===== src/rtl/dds_cmd_loader.sv =====
// Sequences one AD9910 register transaction into the byte-oriented SPI engine.
// Latency: accept to o_Resp_Valid = 2 + 2*(Len+1) + 1 + engine done cycles (no ack stalls).
// Backpressure: one transaction in flight; o_Req_Ready is high only in IDLE, requests elsewhere are ignored.
//
// Ports:
//   i_Clk / i_Rst_n                      clock, asynchronous active-low reset
//   i_Req_* / o_Req_Ready                request handshake (read flag, 5-bit addr, 4-bit len, 64-bit data)
//   o_TxBuffer / o_StatusReg / o_Cmd_Lim engine command side (byte, flags Reset/Data/Rece/Send, frame length)
//   i_StatusReg / i_Tx_Cnt / i_RxBuffer  engine status side (bit7 done, bytes loaded, last rx byte)
//   o_Resp_Valid / o_Resp_Data / o_Resp_Err  one-cycle completion pulse, read byte, error flag
//
// Build option: define DDS_LOADER_TIMEOUT_EN to add a per-wait-state watchdog of
// TIMEOUT_CYCLES cycles in ACK and DONE; without it those states wait forever.
module dds_cmd_loader #(
  parameter int MAX_BYTES      = 8,
  parameter int TIMEOUT_CYCLES = 65535
) (
  input  logic        i_Clk,
  input  logic        i_Rst_n,
  input  logic        i_Req_Valid,
  output logic        o_Req_Ready,
  input  logic        i_Req_Read,
  input  logic [4:0]  i_Req_Addr,
  input  logic [3:0]  i_Req_Len,
  input  logic [63:0] i_Req_Data,
  output logic [7:0]  o_TxBuffer,
  output logic [7:0]  o_StatusReg,
  output logic [7:0]  o_Cmd_Lim,
  input  logic [7:0]  i_StatusReg,
  input  logic [7:0]  i_Tx_Cnt,
  input  logic [7:0]  i_RxBuffer,
  output logic        o_Resp_Valid,
  output logic [7:0]  o_Resp_Data,
  output logic        o_Resp_Err
);

  typedef enum logic [2:0] {
    S_IDLE  = 3'd0,
    S_CLR   = 3'd1,
    S_LOAD  = 3'd2,
    S_ACK   = 3'd3,
    S_SEND  = 3'd4,
    S_DONE  = 3'd5,
    S_RESP  = 3'd6,
    S_ABORT = 3'd7
  } state_t;

  state_t      state_q, state_d;
  logic        read_q, read_d;
  logic [4:0]  addr_q, addr_d;
  logic [3:0]  len_q, len_d;
  logic [63:0] data_sh_q, data_sh_d;   // next data byte to send always sits in [63:56]
  logic [3:0]  k_q, k_d;               // byte index within the frame, 0 = instruction
  logic [7:0]  tx_q, tx_d;
  logic [7:0]  cmd_lim_q, cmd_lim_d;
  logic [7:0]  resp_data_q, resp_data_d;
  logic        resp_err_q, resp_err_d;
  logic        len_bad;
  logic        tmo_hit;

  // Only the done bit of the engine status is meaningful here.
  logic unused_status;
  assign unused_status = ^i_StatusReg[6:0];

  assign len_bad = (i_Req_Len == 4'd0) || (int'(i_Req_Len) > MAX_BYTES);

`ifdef DDS_LOADER_TIMEOUT_EN
  localparam int TW = $clog2(TIMEOUT_CYCLES + 1);

  logic [TW-1:0] tmo_q, tmo_d;

  // Counts consecutive cycles spent waiting in ACK or DONE; any state change restarts it.
  always_comb begin
    tmo_d = '0;
    if (((state_q == S_ACK) || (state_q == S_DONE)) && (state_d == state_q)) begin
      tmo_d = tmo_q + TW'(1);
    end
  end

  assign tmo_hit = (tmo_q == TW'(TIMEOUT_CYCLES - 1));

  always_ff @(posedge i_Clk or negedge i_Rst_n) begin
    if (!i_Rst_n) begin
      tmo_q <= '0;
    end else begin
      tmo_q <= tmo_d;
    end
  end
`else
  logic unused_tmo;
  assign unused_tmo = (TIMEOUT_CYCLES != 0);
  assign tmo_hit    = 1'b0;
`endif

  // Next-state and datapath updates.
  always_comb begin
    state_d     = state_q;
    read_d      = read_q;
    addr_d      = addr_q;
    len_d       = len_q;
    data_sh_d   = data_sh_q;
    k_d         = k_q;
    tx_d        = tx_q;
    cmd_lim_d   = cmd_lim_q;
    resp_data_d = resp_data_q;
    resp_err_d  = resp_err_q;

    case (state_q)
      S_IDLE: begin
        if (i_Req_Valid) begin
          read_d      = i_Req_Read;
          addr_d      = i_Req_Addr;
          len_d       = i_Req_Len;
          data_sh_d   = i_Req_Data;
          k_d         = 4'd0;
          cmd_lim_d   = {4'd0, i_Req_Len} + 8'd1;
          resp_data_d = 8'h00;
          resp_err_d  = len_bad;
          state_d     = len_bad ? S_RESP : S_CLR;
        end
      end
      S_CLR: begin
        tx_d    = {read_q, 2'b00, addr_q};
        state_d = S_LOAD;
      end
      S_LOAD: begin
        state_d = S_ACK;
      end
      S_ACK: begin
        if (i_Tx_Cnt == ({4'd0, k_q} + 8'd1)) begin
          k_d = k_q + 4'd1;
          // Data byte k-1 has just been taken; expose the next one.
          if (k_q != 4'd0) begin
            data_sh_d = {data_sh_q[55:0], 8'h00};
          end
          if (k_d == (len_q + 4'd1)) begin
            state_d = S_SEND;
          end else begin
            tx_d    = read_q ? 8'h00 : data_sh_d[63:56];
            state_d = S_LOAD;
          end
        end else if (tmo_hit) begin
          state_d = S_ABORT;
        end
      end
      S_SEND: begin
        state_d = S_DONE;
      end
      S_DONE: begin
        if (i_StatusReg[7]) begin
          if (read_q) begin
            resp_data_d = i_RxBuffer;
          end
          state_d = S_RESP;
        end else if (tmo_hit) begin
          state_d = S_ABORT;
        end
      end
      S_ABORT: begin
        resp_err_d = 1'b1;
        state_d    = S_RESP;
      end
      S_RESP: begin
        state_d = S_IDLE;
      end
      default: begin
        state_d = S_IDLE;
      end
    endcase
  end

  // Engine flags are decoded from state so reset clears them on the same edge.
  always_comb begin
    o_Req_Ready  = 1'b0;
    o_StatusReg  = 8'h00;
    o_Resp_Valid = 1'b0;
    case (state_q)
      S_IDLE:  o_Req_Ready  = 1'b1;
      S_CLR:   o_StatusReg  = 8'h01;
      S_LOAD:  o_StatusReg  = 8'h02;
      S_SEND:  o_StatusReg  = read_q ? 8'h0C : 8'h08;
      S_ABORT: o_StatusReg  = 8'h01;
      S_RESP:  o_Resp_Valid = 1'b1;
      default: o_StatusReg  = 8'h00;
    endcase
  end

  always_ff @(posedge i_Clk or negedge i_Rst_n) begin
    if (!i_Rst_n) begin
      state_q     <= S_IDLE;
      read_q      <= 1'b0;
      addr_q      <= 5'd0;
      len_q       <= 4'd0;
      data_sh_q   <= 64'd0;
      k_q         <= 4'd0;
      tx_q        <= 8'h00;
      cmd_lim_q   <= 8'h00;
      resp_data_q <= 8'h00;
      resp_err_q  <= 1'b0;
    end else begin
      state_q     <= state_d;
      read_q      <= read_d;
      addr_q      <= addr_d;
      len_q       <= len_d;
      data_sh_q   <= data_sh_d;
      k_q         <= k_d;
      tx_q        <= tx_d;
      cmd_lim_q   <= cmd_lim_d;
      resp_data_q <= resp_data_d;
      resp_err_q  <= resp_err_d;
    end
  end

  assign o_TxBuffer  = tx_q;
  assign o_Cmd_Lim   = cmd_lim_q;
  assign o_Resp_Data = resp_data_q;
  assign o_Resp_Err  = resp_err_q;

endmodule

===== config.mk =====
export PLATFORM = sky130hd
export DESIGN_NAME = dds_cmd_loader
export DESIGN_NICKNAME = d
export VERILOG_FILES = /design/src/rtl/dds_cmd_loader.sv
export SDC_FILE = /design/constraint.sdc
export NUM_CORES = 1
export LEC_CHECK = 0
export ABC_AREA = 1
export CORE_MARGIN = 2
export CORE_UTILIZATION = 30
export DETAILED_ROUTE_END_ITERATION = 10
export SLEW_MARGIN = 20
export SYNTH_ARGS = -nofsm -noshare
export SYNTH_HDL_FRONTEND = slang
export SYNTH_SLANG_ARGS = --single-unit

===== constraint.sdc =====
create_clock -name i_Clk -period 1.9 [get_ports i_Clk]
set_input_delay 0.285 -clock i_Clk [delete_from_list [all_inputs] [get_ports i_Clk]]
set_output_delay 0.285 -clock i_Clk [all_outputs]
set_load 0.03 [all_outputs]

* Word-level counts from Yosys, hierarchy flattened
Cells that the tools add are included.
** Storage, ports and cells
- Word-level logic and storage cells :: 74
- Output and inout bits :: 35
- Register bits :: 106
** Cells by class
- $lt $le $gt $ge :: 1
- Reduce and logical (&&, ||, !) cells :: 16
- Add/subtract/negate cells :: 4
- Mux-type cells :: 27
- Equal/unequal tests :: 15
** Operators by type and width (number)
- $mux W64 :: 3
- $pmux W64 S2 :: 1
- $mux W8 :: 6
- $pmux W8 S2 :: 2
- $pmux W3 S8 :: 1
- $mux W3 :: 6
- $eq A3 B3 Y1 const B :: 4
- $ne A2 B2 Y1 const B :: 6
- $pmux W4 S3 :: 1
- $add A4 B1 Y5 const B :: 2
- $reduce_and A3 Y1 :: 3
- $add A4 B1 Y4 const B :: 2
- $eq A8 B5 Y1 :: 1
- $mux W4 :: 2
- $pmux W4 S2 :: 1
- $reduce_and A4 Y1 :: 2
- $reduce_bool A2 Y1 :: 4
- $eq A3 B2 Y1 const B :: 2
- $eq A4 B4 Y1 :: 1
- $gt A4 B4 Y1 const B :: 1
- $logic_not A4 Y1 :: 1
- $reduce_and A2 Y1 :: 2
- $reduce_bool A4 Y1 :: 1
- $eq A3 B1 Y1 const B :: 1
- 5 further kinds :: 7

* Longest topological paths before layout
- Word-level depth :: 6
- Depth in mapped cells :: 15
- Depth with buffers taken out :: 13

* Worst setup path after synthesis
OpenSTA, ideal clock, no wires.
- Kind :: reg2reg
- From :: register k_q[0]
- To :: register data_sh_q[10]
- Data arrival time :: 1.831 ns
- Path buffers :: 3
- Setup time :: 0.116 ns
- Path slack :: -0.048 ns
- Cell stages (with the launch flop) :: 16
- Cells stage by stage :: dfrtp_1 > buf_2 > inv_2 > ha_1 > inv_1 > nand2_1 > nand2_1 > nand3_1 > nor2_1 > nand3_1 > nand2_2 > nand2_1 > buf_6 > buf_6 > nand2_1 > nand2_1
** Between the ends
- Cells in the longest elaborated chain, start to end :: 4
- Elaborated cells on any way between the ends :: 6
- Those cells by class :: add/sub (1); eq/ne (3); reduce/logical (2)
** RTL lines
- from (decl) :: line 53 : logic [3:0] k_q, k_d;
- from (signal assigned) :: line 206 : k_q <= k_d;
- $add A4 B1 Y5 :: line 130 : if (i_Tx_Cnt == ({4'd0, k_q} + 8'd1)) begin
- $eq A8 B5 Y1 :: line 130
- $ne A2 B2 Y1 (no source line)
- $reduce_and A4 Y1 (no source line) (*)
- to (signal assigned) :: line 205 : data_sh_q <= data_sh_d;
- to (decl) :: line 52 : logic [63:0] data_sh_q, data_sh_d;
Every way passes the cells marked *; elsewhere a longest branch is shown, timed or not.
A chain may end at the register's enable or synchronous reset.

* Worst setup path in the final report
- From :: register k_q[0]
- To :: register data_sh_q[21]
The elaborated chain is that of the path after synthesis.

==> impl_metrics.csv <==
group,metric,value,unit
timing,drv_slew,0,
timing,rsz0062_at_grt,"true",
clock_network,root_buffer,"clkbuf_16",
routing,drt-vias-per-instance,4.72,
yosys,yosys_warnings,0,
setup_path,ff2ff_path_depth,13,
clock_network,cts_sinks,103,
power,leakage,4.17,nW
timing,period_needed,1.92,ns
finish,fin_util,45.2,%
setup_path,cpMostUsedCell,"nand2_1",
timing,fin_skew,0.0120,ns
setup_path,slowest_stage,"dfrtp_2",
global_routing,grt_pass1_wl,26700,um
timing,fmax,0.521,GHz
clock_network,ctsHoldBuffers,0,
timing,final.period_utilization,101,%
yosys,syn_area_per_cell,7.14,um^2
global_routing,grt_antenna_before_repair,0,
die,core,18500,um^2
global_routing,grt_remaining_overflow,0,
setup_path,critPathMaxFanout,8,
finish,diodes,0,
timing,hold_violations,0,
clock_network,numCtsBuffers,9,
setup_path,cp-start-kind,"flop",
routing,wl,17200,um
clock_network,htreeDepth,3,
outcome,violations,"negative setup slack",
clock_network,clk_pin_slew_worst_paths,0.07,ns
routing,remaining_drc_errors,0,
die,chipWidth,141,um
routing,post_drt_wl_per_cell,14.7,um
timing,totalNegativeSetupSlack,-0.130,ns
global_routing,grt_pass1_vias,5305,
yosys,seq_area_frac_synth,45.9,%
flow_run,drv_cap,0,
setup_path,cp.required,2.19,ns
timing,setup_viol,18,
placed_design,dp_hpwl,10600,um
clock_network,cts_tree,"done",
yosys,synth_cell_type_count,29,
setup_path,crit_path_end_kind,"flop",
routing,drtPass1Iterations,5,
finish,design_area,8370,um^2
timing,slew_headroom,61.0,%
placed_design,numPortBuffers,121,
routing,first_iter_violations,385,
placed_design,globalplace.congestion,0.843,
routing,vias,5538,
placed_design,dpl-instance-area,7290,um^2
setup_path,arrival,2.21,ns
setup_path,crit_type,"reg2reg",
global_routing,grt_max_degree,104,
yosys,synthCells,787,
timing,setup_ws,-0.0207,ns
finish,syn2layout_area_growth,48.9,%
power,p_per_area,1580,nW/um^2
clock_network,clockBufferDepth,2,
die,die_area,19800,um^2
outcome,status,"complete, but fails checks",
yosys,ys_seq_elements,103,
power,ir_drop,0.753,mV
setup_path,path_depth,13,
setup_path,slowest_delay,0.44,ns
setup_path,path_cells,"inv_2, ha_4, inv_2, nand2_1, nand2_1, nand3_2, nor2_4, nand3_4, nand2_8, buf_12, clkbuf_16, nand3_1, nand2_1",
global_routing,groute.usage.overall,16.9,%
die,io_pins,136,
finish,drive_above_1_share,17.0,%
finish,nNetsFinal,1040,
die,num_rows,50,
setup_path,crit_buf_inv,4,
min_path,min_path_type,"in2async",
timing,worst_slew_pin_slew,0.585,ns
setup_path,crit_family,"simple AND/OR/NAND/NOR gates",
yosys,netlist_area,5620,um^2
routing,drtAntennaViolNets,0,
clock_network,insertion_delay,0.36,ns
die,fp.dieH,141,um
die,start_util,30.3,%
==> stage by stage <==
step | std cells | power (mW) | hold slack (ns) | setup slack, ns
4_1_cts | 1158 | 12.1 | 0.0325 | -0.0778
6_report | 1173 | 13.2 | 0.00249 | -0.0207
3_3_place_gp | 1137 | 9.66 | 0.412 | -0.157
3_5_place_dp | 1137 | 9.74 | 0.416 | -0.166
5_1_grt | 1173 | 14.3 | 0.0444 | -0.133
2_1_floorplan | 793 | 7.58 | -0.0106 | 0.0468
==> state kept, by name, summed over array words and instances, names as in the netlist <==
signal       flops
o_TxBuffer       8
o_Resp_Err       1
k_q              4
o_Resp_Data      8
state_q          3
o_Cmd_Lim        5
read_q           1
data_sh_q       64
addr_q           5
len_q            4
==> timing repair <==
item                                   in CTS  in global routing
pin swaps                                   4                 21
gates resized for setup                    17                 81
setup endpoints to repair                  69                 82
buffers inserted                            2                  1
gates cloned                                3                 14
endpoints found under the hold margin       0                  0
==> metal layers <==
metal	vias to the layer above	routed length, um	GRT usage [%]
met5	-	0	0
met4	0	259	3.53
met3	20	825	3.13
met2	161	8320	29.0
met1	2578	7790	22.4
li1	2779	-	-
==> cells in the mapped netlist, drive strengths merged <==
| cell | n | area [um^2] |
|---|---|---|
| a21oi | 6 | 37.5 |
| xnor2 | 1 | 8.76 |
| nand2 | 357 | 1350 |
| o211ai | 7 | 52.6 |
| inv | 54 | 203 |
| nand4 | 5 | 31.3 |
| conb | 1 | 3.75 |
| o22ai | 5 | 31.3 |
| o21bai | 1 | 7.51 |
| o21ai | 27 | 139 |
| buf | 33 | 221 |
| clkbuf | 19 | 71.3 |
| or2 | 1 | 6.26 |
| dfrtp | 103 | 2580 |
| o21a | 1 | 7.51 |
| nor2 | 24 | 113 |
| xor2 | 3 | 26.3 |
| nand3b | 1 | 7.51 |
| nand3 | 133 | 666 |
| ha | 5 | 62.6 |
==> final timing paths <==
check | start | end | slack [ns]
worst max register to register | k_q[0]$_DFFE_PN0P_ | data_sh_q[21]$_DFFE_PN0P_ | -0.02
worst max-delay path | k_q[0]$_DFFE_PN0P_ | data_sh_q[21]$_DFFE_PN0P_ | -0.02
max in group asynchronous | i_Rst_n | k_q[0]$_DFFE_PN0P_ | 1.45
worst min register to register | data_sh_q[31]$_DFFE_PN0P_ | data_sh_q[31]$_DFFE_PN0P_ | 0.47
min in group i_Clk | i_Req_Data[6] | data_sh_q[6]$_DFFE_PN0P_ | 0.46
worst min-delay path | i_Rst_n | data_sh_q[37]$_DFFE_PN0P_ | 0.002
==> worst reg2reg max path, cell delays in order (launching register included) <==
cell,delay [ns]
dfrtp_2,0.44
inv_2,0.08
ha_4,0.20
inv_2,0.05
nand2_1,0.04
nand2_1,0.06
nand3_2,0.10
nor2_4,0.15
nand3_4,0.11
nand2_8,0.13
buf_12,0.16
clkbuf_16,0.18
nand3_1,0.08
nand2_1,0.06
==> cells in the final DEF, fill, tap and decap left out, drive strengths merged <==
cell type,count
o21bai,1
conb,7
a21oi,6
dfrtp,103
clkbuf,24
bufinv,1
o22ai,5
nand4,5
xnor2,1
nand2,358
nand3,133
or2,1
ha,5
buf,51
nand3b,1
clkdlybuf4s15,2
xor2,3
dlygate4sd2,1
clkdlybuf4s50,114
nor2,24
o21a,1
clkinv,1
clkinvlp,1
inv,56
o21ai,27
o211ai,7
==> layout make-up <==
cell class	count	area, um^2
multi-input combinational	585	2900
tap	234	293
timing repair buffer	181	2080
inverter	54	203
clock inverter	5	63.8
sequential	103	2580
fill	1832	10200
clock buffer	11	243
==> cells by family after synthesis <==
group	Yosys count	share of synthesized area (%)
simple gates	521	38.6
buf+inv	106	8.82
flops	103	45.9
compound gates	47	4.90
fa+ha+maj	5	1.11
xor+xnor	4	0.624
other cells	1	0.0668
==> power breakdown <==
part	switching [mW]	internal (mW)	total (mW)
sequential	0.608	3.16	3.77
clock	0.884	1.07	1.96
combinational	4.28	3.23	7.51
total	5.77	7.45	13.2
No activity file was read; power rests on OpenSTA's default activity.
